[src/rtl/fifo_queue.sv]
// rtl/fifo_queue.sv - synchronous FIFO (2^depth x width) with pointer-based full/empty tracking.
// Optional sticky overflow/underflow outputs enabled by FIFO_QUEUE_ERR_FLAGS_EN.

module fifo_queue_ram #(
    parameter int depth = 5,
    parameter int width = 4
) (
    input  logic             clk,
    input  logic             we,
    input  logic [depth-1:0] waddr,
    input  logic [width-1:0] wdata,
    input  logic [depth-1:0] raddr,
    output logic [width-1:0] rdata
);
    logic [width-1:0] mem [2**depth];

    always_ff @(posedge clk) begin
        if (we) begin
            mem[waddr] <= wdata;
        end
    end

    assign rdata = mem[raddr];
endmodule

module fifo_queue #(
    parameter int depth = 5,
    parameter int width = 4
) (
    input  logic             clk,
    input  logic             reset,
    input  logic             push,
    input  logic             pop,
    input  logic [width-1:0] pushedValue,
    output logic             empty,
    output logic             full,
    output logic [width-1:0] poppedValue
`ifdef FIFO_QUEUE_ERR_FLAGS_EN
    ,
    output logic             overflow,
    output logic             underflow
`endif
);
    logic [depth:0]   write_addr;
    logic [depth:0]   read_addr;
    logic [depth:0]   write_addr_next;
    logic [depth:0]   read_addr_next;
    logic [width-1:0] read_data;
    logic             push_acc;
    logic             pop_acc;

    // A push into a full FIFO is allowed when a pop frees the slot on the same edge.
    assign pop_acc  = pop && !empty;
    assign push_acc = push && (!full || pop_acc);

    assign write_addr_next = write_addr + {{depth{1'b0}}, push_acc};
    assign read_addr_next  = read_addr + {{depth{1'b0}}, pop_acc};

    fifo_queue_ram #(
        .depth(depth),
        .width(width)
    ) u_ram (
        .clk  (clk),
        .we   (push_acc),
        .waddr(write_addr[depth-1:0]),
        .wdata(pushedValue),
        .raddr(read_addr[depth-1:0]),
        .rdata(read_data)
    );

    // Flags are derived from the next pointers so they change on the same edge as the pointers.
    always_ff @(posedge clk) begin
        if (!reset) begin
            write_addr  <= '0;
            read_addr   <= '0;
            empty       <= 1'b1;
            full        <= 1'b0;
            poppedValue <= '0;
        end else begin
            write_addr <= write_addr_next;
            read_addr  <= read_addr_next;
            empty      <= (write_addr_next == read_addr_next);
            full       <= (write_addr_next[depth-1:0] == read_addr_next[depth-1:0]) &&
                          (write_addr_next[depth] != read_addr_next[depth]);
            if (pop_acc) begin
                poppedValue <= read_data;
            end
        end
    end

`ifdef FIFO_QUEUE_ERR_FLAGS_EN
    always_ff @(posedge clk) begin
        if (!reset) begin
            overflow  <= 1'b0;
            underflow <= 1'b0;
        end else begin
            if (push && !push_acc) begin
                overflow <= 1'b1;
            end
            if (pop && !pop_acc) begin
                underflow <= 1'b1;
            end
        end
    end
`endif
endmodule

[config.mk]
export PLATFORM = sky130hd
export DESIGN_NAME = fifo_queue
export DESIGN_NICKNAME = d
export VERILOG_FILES = /design/src/rtl/fifo_queue.sv
export SDC_FILE = /design/constraint.sdc
export NUM_CORES = 1
export LEC_CHECK = 0
export BUFFER_PORTS_ARGS = -buffer_cell sky130_fd_sc_hd__buf_2
export CORE_MARGIN = 2
export CORE_UTILIZATION = 56
export DETAILED_ROUTE_END_ITERATION = 8
export PLACE_DENSITY = 0.81
export SYNTH_ARGS = -nofsm -noshare
export SYNTH_HDL_FRONTEND = slang
export SYNTH_SLANG_ARGS = --single-unit
[constraint.sdc]
create_clock -name clk -period 1.9 [get_ports clk]
set_input_delay 0.095 -clock clk [delete_from_list [all_inputs] [get_ports clk]]
set_output_delay 0.095 -clock clk [all_outputs]
set_load 0.03 [all_outputs]
* Word-level counts from Yosys, hierarchy flattened *
Memories as Yosys holds them, arrays and structs flattened. A register that Yosys moved wholly into a read port is not among the register bits.
Cells that the tools add are included.

storage, ports and cells
  register bits after elaboration = 14
  memories = 1
  output and inout bits = 6
  bits of input ports = 8
  word-level logic and storage cells = 19
  bits in writable memories = 128

memory list
  memory     depth  width  rd ports  clocked after Yosys merged registers in  wr ports  RTL line  source
  u_ram.mem  32     4      1         1                                        1         15        logic [width-1:0] mem [2**depth];

cells by class
  reduce and logical (&&, ||, !) cells = 7
  equality and inequality tests = 3
  muxes and demuxes = 2
  add/subtract/negate cells = 2

operators by type and width
  kind                                    count
  6-bit by 1-bit adder with 6-bit output  2
  6-bit == test                           1
  5-bit == test                           1
  1-bit logical AND                       3
  1-bit logical NOT                       3
  1-bit two-way mux                       2
  1-bit logical OR                        1
  1-bit != test                           1

* Depth between registers and ports, before layout *
Gate-level depths: netlist of the first run.

  depth in word-level cells = 7
  gate-level depth with buffers = 10
  depth with buffers taken out = 9

* Cells and area by module *
Synthesis of the first run repeated with hierarchy kept, for this count alone.

unflattened totals
  cell total of the unflattened synthesis = 301
  area total of the unflattened synthesis = 5815.6 um^2

modules (own cells, without submodules)
  module          sequential area each (um^2)  cells an instance  area an instance (um^2)  times used
  fifo_queue_ram  3843.7                       227                5058.6                   1
  fifo_queue      360.3                        74                 757.0                    1

* Worst setup path before layout of the first run *
No wires, ideal clock.

  path type = reg-to-reg
  start = register empty
  end = register full
  arrival = 2.091 ns
  slack = -0.271 ns
  period minus slack after synthesis = 2.171 ns
  stages on the path, launching flop included = 11
  required time = 1.820 ns
  library setup time = 0.080 ns
  cell sequence = dfxtp_1 -> nor2b_1 -> buf_2 -> o21a_1 -> ha_1 -> ha_1 -> xor2_1 -> xor2_1 -> nor3_1 -> nand3_1 -> nor3b_1

on the way
  longest elaborated chain between the ends = 7
  elaborated cells between the ends (all ways) = 9
  those cells by class = 2 x add/sub; 2 x eq/ne; 5 x reduce/logical

ends and longest elaborated chain
  what                                            RTL line  source
  start, declared                                 35        output logic empty,
  start signal, assigned                          82        empty <= (write_addr_next == read_addr_next);
  1-bit logical NOT *                             53        assign pop_acc = pop && !empty;
  1-bit logical AND *                             53
  named net pop_acc                               50        logic pop_acc;
  1-bit logical OR                                54        assign push_acc = push && (!full || pop_acc);
  1-bit logical AND                               54
  6-bit by 1-bit adder with 6-bit output          56        assign write_addr_next = write_addr + {{depth{1'b0}}, push_acc};
  5-bit == test or 1-bit != test (tied branches)  83, 84
  1-bit logical AND *                             83        full <= (write_addr_next[depth-1:0] == read_addr_next[depth-1:0]) &&
  end signal, assigned                            83
  end, declared                                   36        output logic full,

Mark *: on every way through the listed nets, which the timed path passes. The rest lies on a longest branch.
A chain may end at the register's enable or synchronous reset.

* Worst setup path in the final report of the first run *
  start = register empty
  end = register full

on the way
  longest elaborated chain between the ends = 7
  elaborated cells between the ends (all ways) = 9
  those cells by class = 2 x add/sub; 2 x eq/ne; 5 x reduce/logical

ends and longest elaborated chain
  what                                            RTL line
  1-bit logical NOT *                             53
  1-bit logical AND *                             53
  1-bit logical OR                                54
  1-bit logical AND                               54
  6-bit by 1-bit adder with 6-bit output          56
  5-bit == test or 1-bit != test (tied branches)  83, 84
  1-bit logical AND *                             83

Every way passes the cells marked *; elsewhere a longest branch is shown, timed or not.

==> impl_metrics.ini, run 1 <==
[run_status]
run_status = finished with violations
violations = negative setup slack

[power]
total_power_uw = 7654
p_sw_uw = 1826
internal-power_uw = 5828
leakage_uw = 0.002334
pwr-share-clk_pct = 41.9
p_seq_share_pct = 46.7
ir_worst_vdd_mv = 0.8189
power_density_nw_per_um2 = 1065
p_sw_share_pct = 23.85
power_frac_comb_pct = 11.4

[drt]
topRoutingLayerUsed = met4
wl_met1_um = 5252
first_pass_iters = 5
totalWireLength_um = 12920
vias = 3504
wl_met3_um = 936
ant_nets = 0
via_per_inst = 6.000
drt_iter0_drc = 363
met2RoutedLength_um = 6276
drc_errors = 0
post_drt_wl_per_cell_um = 22.12

[synth]
synthCells = 388
synth-edff-count = 128
synth_ff_type = edfxtp_1
synthArstFlopShare_pct = 0
netlist_area_um2 = 5979
synth_seq_area_share_pct = 70.31
avgSynthCellArea_um2 = 15.41
synthesis.nets = 400
synth_warnings = 0
synth-seq-cells = 146
yosysUniqueCellTypes = 29

[layout]
num-fill-cells = 626
fin_nets = 447
area_delta_synth_final_pct = 20.17
drive_gt1_share_pct = 28.57
layout_common_cells = edfxtp_1, mux2i_1, a22oi_1
final_cells = 584
final_common_cell = edfxtp_1
insertedDiodeCount = 0

[critical_path]
crit_path_max_fanout = 3
end_kind = flip-flop
r2r_end = full$_SDFF_PN0_
worst_ep_arrival_time_ps = 2380
crit_path_start_kind = flip-flop
r2r-start = empty$_SDFF_PN1_
required_ps = 2350
critPathKind = flip-flop to flip-flop
r2r_slack_ps = -30
reg2reg_depth = 9

[clock_tree]
root_buffer = clkbuf_8
clock_path_buffers = 2
cts_buffers = 17
cts_tree = done
clk_pin_slew_ps = 60
clk-insertion-delay-late_ps = 530
h-tree-depth = 4
numClockSinks = 146

[timing]
worst_pin_slew_ps = 733.0
post-route-period-util_pct = 101.4
grt_setup_unrepaired = yes
slew_viol_final = 0
fin_skew_ps = 7.770
setup_ws_ps = -27.52
hold_viol_final = 0
timing.slew.headroom_pct = 50.91
timing.fmax_mhz = 518.8
finalSetupViolations = 3
fin_crit_ps = 1928

[placed_design]
dp_hpwl_um = 7554
finalWeightedCongestion = 0.8753
portBuffers = 13
dp_cells = 533

[worst_hold_path]
min_path_type = primary input to flip-flop
hold_path_end = write_addr[0]$_SDFF_PN0_
hold_depth = 4
min_from = push

[floorplan]
rows = 37
chipWidth_um = 107.3
die_h_um = 107.3
core_area_um2 = 10320
io_pins = 14
initial_core_util_pct = 57.92
die_area_um2 = 11520

[global_routing]
grt_pass1_vias = 3331
grt_overflow_total = 0
grt_pass1_wl_um = 18710
grt.total_usage_pct = 22.73
grt_max_degree = 33
antenna_found_initial = 0

[job]
cap_violations = 0
-- power by group through the flow --
| stage | combinational (µW) | clock [µW] | sequential (µW) |
|---|---|---|---|
| floorplan | 480 | 0 | 3660 |
| global placement | 663 | 0 | 3640 |
| detailed placement | 667 | 0 | 3640 |
| CTS | 677 | 3210 | 3570 |
| global route | 922 | 3340 | 3580 |
| finish | 873 | 3210 | 3570 |
-- cell families after synthesis --
family	synth area share, %
AND/OR/NAND/NOR	6.654
adder cells (fa/ha/maj)	0.8370
XOR/XNOR	2.051
flip-flops	70.31
multiplexers	10.71
AO/OA/AOI/OAI	6.236
buffers and inverters	3.202
-- Yosys cell counts (all sizes together) (3+ instances only) --
cell type	n	area, µm²
edfxtp	128	3844
mux2i	64	640.6
nor2	42	157.7
a22oi	32	240.2
a21oi	20	100.1
dfxtp	18	360.4
buf	15	165.2
xor2	10	87.58
and2	7	43.79
nand3	7	35.03
clkbuf	5	18.77
nand3b	5	37.54
o21ai	5	25.02
ha	4	50.05
or4	4	30.03
xnor2	4	35.03
nand2	3	11.26
nor2b	3	18.77
or3b	3	26.28
-- cell type report --
cell class / instances / area [µm²] / share of cell area, %
timing repair buffer: 48 / 412.9 / 5.746
clock buffer: 18 / 417.9 / 5.816
inverter: 2 / 7.507 / 0.1045
multi-input combinational: 220 / 1809 / 25.18
clock inverter: 14 / 155.1 / 2.159
tap: 136 / 170.2 / 2.368
sequential: 146 / 4213 / 58.63
-- worst max-delay path: stages (launching register included) --
cell     delay, ps
dfxtp_4        350
nor2b_4        140
o21a_4         170
ha_4           160
buf_4          120
nand3_2        120
xor2_2         220
xnor2_1        250
nand3_2        140
nor3b_2        180
-- per-stage QoR --
stage | cell area, µm² | setup WS, ps | setup TNS (ps) | hold slack, ps | util (%)
4_1_cts | 6859 | -41.78 | -81.07 | 73.59 | 66.44
6_report | 7186 | -27.52 | -27.85 | 68.02 | 69.60
5_1_grt | 7186 | -79.19 | -434.4 | 66.60 | 69.60
2_1_floorplan | 6012 | -32.58 | -938.1 | 193.9 | -
3_3_place_gp | 6233 | -80.11 | -334.9 | 376.4 | 60.38
3_5_place_dp | 6233 | -121.3 | -1504 | 380.8 | 60.38
-- registers in the layout, summed over array words and instances, names as in the netlist --
name,cells
empty,1
poppedValue,4
write_addr,6
u_ram.mem,128
read_addr,6
full,1
-- what timing repair did --
item / in CTS / in global routing
hold buffers: 1 / 0
pin swaps: 1 / 23
setup buffers: 1 / 15
resized for setup: 8 / 37
setup endpoints to repair: 38 / 69
endpoints found under the hold margin: 11 / 0
gates cloned: 0 / 2
-- worst max path at each step --
stage	from	to	slack, ps	cells after the start
after floorplan	empty$_SDFF_PN1_	full$_SDFF_PN0_	-30	10
after global placement	empty$_SDFF_PN1_	full$_SDFF_PN0_	-80	9
after detailed placement	read_addr[2]$_SDFF_PN0_	poppedValue[2]$_SDFFE_PN0P_	-120	6
after CTS	empty$_SDFF_PN1_	empty$_SDFF_PN1_	-40	9
after global routing	empty$_SDFF_PN1_	full$_SDFF_PN0_	-80	9
final	empty$_SDFF_PN1_	full$_SDFF_PN0_	-30	9
-- per-layer routing --
metal / up-vias / global-route usage, %
met1: 1727 / 30.68
met2: 170 / 35.26
met4: 0 / 9.432
met5: - / 0
met3: 38 / 6.174
li1: 1569 / -
No activity file was read; power rests on OpenSTA's default activity.
==> run 2, diff against run 1 <==
ABC_AREA = 1   (was default)
CORE_UTILIZATION = 58   (was 56)
CTS_BUF_LIST = sky130_fd_sc_hd__clkbuf_8   (was default)
PLACE_DENSITY = 0.84   (was 0.81)
==> run 2 against run 1 <==
  * The flow now finishes without violations
  * First-iteration DRC count rose by 33%
  * Critical path type unchanged
  * Highest routed layer unchanged
  * Critical path depth did not move
  * Worst hold slack improved by 82 ps
  * Count of clock-buffer cells in the layout fell by 1
  * Via count rose by 22%
  * Register-to-register slack improved by 30 ps
  * Final cell count rose by 30%
  * Worst setup slack improved by 33 ps
  * Fmax rose by 1.7%
  * Non-clock buffer count fell by 3
  * Synthesized cell count rose by 47%
  * Largest cell class unchanged
==> impl_metrics.ini, run 2 <==
[power]
leakage_uw = 0.002649
p_seq_share_pct = 52.0
internal-power_uw = 5094
pwr-share-clk_pct = 36.2
ir_worst_vdd_mv = 0.7043
p_sw_uw = 1766
power_density_nw_per_um2 = 983.0
power_frac_comb_pct = 11.9
p_sw_share_pct = 25.74

[timing]
fin_skew_ps = 9.384
post-route-period-util_pct = 99.70
finalSetupViolations = 0
grt_setup_unrepaired = yes
timing.slew.headroom_pct = 55.42
hold_viol_final = 0
worst_pin_slew_ps = 668.7
slew_viol_final = 0
timing.fmax_mhz = 527.9
fin_crit_ps = 1894

[placed_design]
dp_cells = 725
finalWeightedCongestion = 0.9575
dp_hpwl_um = 8746
portBuffers = 13

[clock_tree]
numClockSinks = 146
clk-insertion-delay-late_ps = 430
cts_setup_buffers = 0
clock_path_buffers = 2
cts_buffers = 17
h-tree-depth = 4
root_buffer = clkbuf_8
clk_pin_slew_ps = 80
cts_tree = done

[synth]
synthArstFlopShare_pct = 0
synth_seq_area_share_pct = 68.24
synth_top_cell_by_area = edfxtp_1
yosys-top-cells-count = nand2_1, edfxtp_1, nand3_1
yosysMostFrequentCell = nand2_1
synth_area_leaders = edfxtp_1, nand2_1, nand3_1, dfxtp_1, nor2_1
netlist_area_um2 = 6161
synthesis.nets = 582
yosysUniqueCellTypes = 28
netlist.area_leader.share_pct = 62.39
synth_warnings = 0
synthCells = 570
synth-edff-count = 128
avgSynthCellArea_um2 = 10.81
synth_ff_type = edfxtp_1
synth-seq-cells = 146

[drt]
via_per_inst = 5.662
totalWireLength_um = 13430
drc_errors = 0
drt_iter0_drc = 482
first_pass_iters = 5
vias = 4292
ant_nets = 0
post_drt_wl_per_cell_um = 17.72

[critical_path]
r2r_slack_ps = 6
cp-endpoint = full$_SDFF_PN0_
end_kind = flip-flop
r2r_end = full$_SDFF_PN0_
crit_path_start_kind = flip-flop
critPathKind = flip-flop to flip-flop
crit_path_max_fanout = 3
required_ps = 2280
worst_ep_arrival_time_ps = 2270
reg2reg_depth = 9
r2r-start = empty$_SDFF_PN1_
crit_path_start = empty$_SDFF_PN1_

[global_routing]
grt_max_degree = 65
grt_pass1_wl_um = 20810
antenna_found_initial = 0
grt.total_usage_pct = 24.58
grt_overflow_total = 0
grt_pass1_vias = 4281

[layout]
fin_nets = 621
final_common_cell = nand2_1
fin_util_pct = 67.60
top_regs = u_ram.mem (128), read_addr (6), write_addr (6)
largest_reg_flops = 128
layout_common_cells = nand2_1, edfxtp_1, nand3_1
top_register = u_ram.mem
insertedDiodeCount = 0
area_delta_synth_final_pct = 13.28
final_cells = 758
drive_gt1_share_pct = 16.24

[run_status]
run_status = completed

[floorplan]
io_pins = 14
die_h_um = 107.1
chipWidth_um = 107.1
initial_core_util_pct = 59.68
core_area_um2 = 10320
rows = 37
die_area_um2 = 11460

[job]
cap_violations = 0

[worst_hold_path]
min_path_type = primary input to flip-flop
-- run 2: cell families (layout without fill, tap and decap cells) --
| group | after synthesis | in the layout | share of synthesized area, % |
|---|---|---|---|
| flops | 146 | 146 | 68.24 |
| buf+inv | 46 | 98 | 3.716 |
| fa+ha+maj | 4 | 4 | 0.8124 |
| simple gates | 351 | 351 | 24.29 |
| xor+xnor | 11 | 11 | 1.808 |
| compound gates | 12 | 12 | 1.137 |
-- run 2: worst max-delay path, cell delays in order (launching register included) --
cell and delay (ps):
dfxtp_4 350, nor2_4 120, o21a_1 170, ha_2 230, nand3_2 120, xor2_1 290
or2b_1 160, nand3_1 100, nor2_2 140, nor2b_4 150
-- run 2: timing repair --
item / in CTS / in global routing
hold endpoints to repair: 8 / 0
gates resized for setup: 0 / 12
hold buffers: 1 / 0
endpoints found under the setup margin: 0 / 6
-- run 2: final cells by class --
cell class              instances  area, µm²
repair buffers                 45      320.3
fillers                       717       3344
multi-input cells             378       1779
inverters                      21      81.33
clock inverters                15      182.7
flip-flops and latches        146       4212
clock buffers                  17      234.0
well taps                     136      170.2
-- run 2: how the worst min path moves through the flow --
| stage | from | to | depth (start not counted) |
|---|---|---|---|
| after floorplan | pushedValue[0] | u_ram.mem[0][0]$_DFFE_PP_ | 0 |
| after global placement | reset | empty$_SDFF_PN1_ | 2 |
| after detailed placement | reset | empty$_SDFF_PN1_ | 2 |
| after CTS | pop | poppedValue[0]$_SDFFE_PN0P_ | 5 |
| after global routing | pop | poppedValue[3]$_SDFFE_PN0P_ | 5 |
| final | pop | poppedValue[0]$_SDFFE_PN0P_ | 5 |
-- run 2: power by group through the flow --
stage	logic (µW)	clock network, µW	registers (µW)
2_1_floorplan	514	0	3660
3_3_place_gp	754	0	3630
3_5_place_dp	784	0	3630
4_1_cts	789	2490	3560
5_1_grt	890	2620	3570
6_report	813	2480	3570
-- run 2: routing by layer --
layer | global-route usage, % | up-vias | share of wire (%)
li1 | - | 2021 | -
met1 | 30.97 | 2056 | 40
met2 | 42.13 | 187 | 51
met3 | 4.559 | 28 | 7.2
met4 | 9.833 | 0 | 2.2
met5 | 0 | - | 0
-- run 2: metrics by stage --
| stage | total power (µW) | setup WS [ps] | area [µm²] | hold slack [ps] | setup TNS (ps) |
|---|---|---|---|---|---|
| after floorplan | 4176 | 27.49 | 6171 | 193.9 | 0 |
| after global placement | 4386 | 75.04 | 6502 | 355.3 | 0 |
| after detailed placement | 4418 | 37.55 | 6502 | 363.2 | 0 |
| after CTS | 6844 | 17.28 | 6929 | 139.2 | 0 |
| after global routing | 7076 | -74.08 | 6979 | 179.6 | -137.8 |
| final | 6860 | 5.627 | 6979 | 150.0 | 0 |
==> run 3, diff against run 2 <==
ABC_AREA = 0   (was 1)
==> run 3 against run 2 <==
  * The run now ends with negative setup slack left
  * Utilization rose by 1.5 points
  * Largest power group unchanged
  * Combinational power rose by 4.2%
  * Critical endpoint is now poppedValue[3]$_SDFFE_PN0P_
  * Sequential power barely moved
  * Flip-flop and latch count did not move
  * Sequential share of layout area fell by 0.40 points
  * First-iteration DRC count fell by 1.0%
  * Global-route usage fell by 1.1 points
  * Highest routed layer unchanged
  * Clock skew rose by 4.6 ps
==> impl_metrics.ini, run 3 (synthesized netlist as in run 1, its figures left out) <==
[layout]
final_cells = 581
largest_reg_flops = 128
insertedDiodeCount = 0
top_regs = u_ram.mem (128), read_addr (6), write_addr (6)
area_delta_synth_final_pct = 17.64
fin_nets = 444
final_common_cell = edfxtp_1
drive_gt1_share_pct = 32.13
layout_common_cells = edfxtp_1, mux2i_1, a22oi_1
top_register = u_ram.mem

[global_routing]
grt_max_degree = 33
grt.total_usage_pct = 23.52
antenna_found_initial = 0
grt_overflow_total = 0
grt_pass1_wl_um = 19440
grt_pass1_vias = 3474

[run_status]
run_status = finished with violations
violations = negative setup slack

[drt]
drt_iter0_drc = 477
post_drt_wl_per_cell_um = 23.08
via_per_inst = 6.198
totalWireLength_um = 13410
drc_errors = 0
ant_nets = 0
vias = 3601
first_pass_iters = 5

[floorplan]
chipWidth_um = 105.5
initial_core_util_pct = 58.71
core_area_um2 = 10180
die_area_um2 = 11140
die_h_um = 105.5
rows = 37
io_pins = 14

[clock_tree]
cts_buffers = 17
clk_pin_slew_ps = 100
clk-insertion-delay-late_ps = 440
cts_tree = done
h-tree-depth = 4
root_buffer = clkbuf_8
clock_path_buffers = 2
numClockSinks = 146

[timing]
hold_viol_final = 0
setup_ws_ps = -115.8
timing.fmax_mhz = 496.1
worst_pin_slew_ps = 669.8
grt_setup_unrepaired = yes
fin_skew_ps = 13.97
timing.slew.headroom_pct = 55.14
post-route-period-util_pct = 106.1
slew_viol_final = 0
finalSetupViolations = 6
fin_crit_ps = 2016

[placed_design]
portBuffers = 13
finalWeightedCongestion = 0.8671
dp_hpwl_um = 7804
dp_cells = 539
preCtsSetupSlack_ps = -91.87

[worst_hold_path]
min_path_type = primary input to flip-flop
hold_depth = 1

[critical_path]
required_ps = 2260
crit_path_start = read_addr[0]$_SDFF_PN0_
crit_path_max_fanout = 12
reg2reg_depth = 7
r2r_slack_ps = -120
r2r_end = poppedValue[3]$_SDFFE_PN0P_
end_kind = flip-flop
critPathKind = flip-flop to flip-flop
r2r-start = read_addr[0]$_SDFF_PN0_
crit_path_start_kind = flip-flop
cp-endpoint = poppedValue[3]$_SDFFE_PN0P_
worst_ep_arrival_time_ps = 2370

[power]
ir_worst_vdd_mv = 0.9813
power_density_nw_per_um2 = 956.7
leakage_uw = 0.002231

[job]
cap_violations = 0
[run 3: critical path, stage by stage, from the launching register on]
cell	delay, ps
dfxtp_4	370
buf_12	150
clkbuf_16	180
mux2i_1	130
a22oi_1	240
a21oi_1	190
or4_4	520
a21oi_2	160
[run 3: cell type report]
| cell class | instances | area (µm²) |
|---|---|---|
| Clock inverter | 15 | 148.9 |
| Inverter | 2 | 7.507 |
| Tap cell | 136 | 170.2 |
| Fill cell | 641 | 3151 |
| Timing Repair Buffer | 45 | 415.4 |
| Sequential cell | 146 | 4217 |
| Clock buffer | 17 | 234.0 |
| Multi-Input combinational cell | 220 | 1842 |
[run 3: timing repair]
| item | 4_1_cts | 5_1_grt |
|---|---|---|
| buffers inserted | 4 | 4 |
| cloned | 0 | 1 |
| resized for setup | 14 | 47 |
| endpoints found under the setup margin | 37 | 10 |
| pin swaps | 6 | 27 |
| hold endpoints to repair | 2 | 0 |
| hold buffers | 1 | 0 |
[run 3: worst min-delay path by stage]
stage | from | to | slack, ps
after detailed placement | reset | empty$_SDFF_PN1_ | 380
after CTS | pushedValue[1] | u_ram.mem[7][1]$_DFFE_PP_ | 190
final | pushedValue[1] | u_ram.mem[7][1]$_DFFE_PP_ | 190
after floorplan | pushedValue[0] | u_ram.mem[0][0]$_DFFE_PP_ | 190
after global routing | pushedValue[1] | u_ram.mem[7][1]$_DFFE_PP_ | 200
after global placement | reset | empty$_SDFF_PN1_ | 390
[run 3: power by group]
part	total [µW]	switching (µW)	internal (µW)
combinational	847	462	385
clock	2310	1240	1070
sequential	3570	40.6	3530
[run 3: stage by stage]
stage,hold WS (ps),total power [µW],util (%),area (µm²),setup TNS [ps]
after floorplan,193.9,4138,-,6012,-938.1
after global placement,388.7,4303,61.77,6291,-910.9
after detailed placement,376.6,4314,61.77,6291,-1084
after CTS,190.0,6609,66.43,6765,-4.251
after global routing,200.5,6922,69.07,7034,-1518
final,187.3,6729,69.07,7034,-274.1
[run 3: per-layer routing]
metal	vias up	global-route usage (%)	part of all wire, %
li1	1565	-	-
met4	0	7.613	3.6
met1	1788	32.15	39
met5	-	0	0
met2	198	37.24	48
met3	50	6.184	8.8
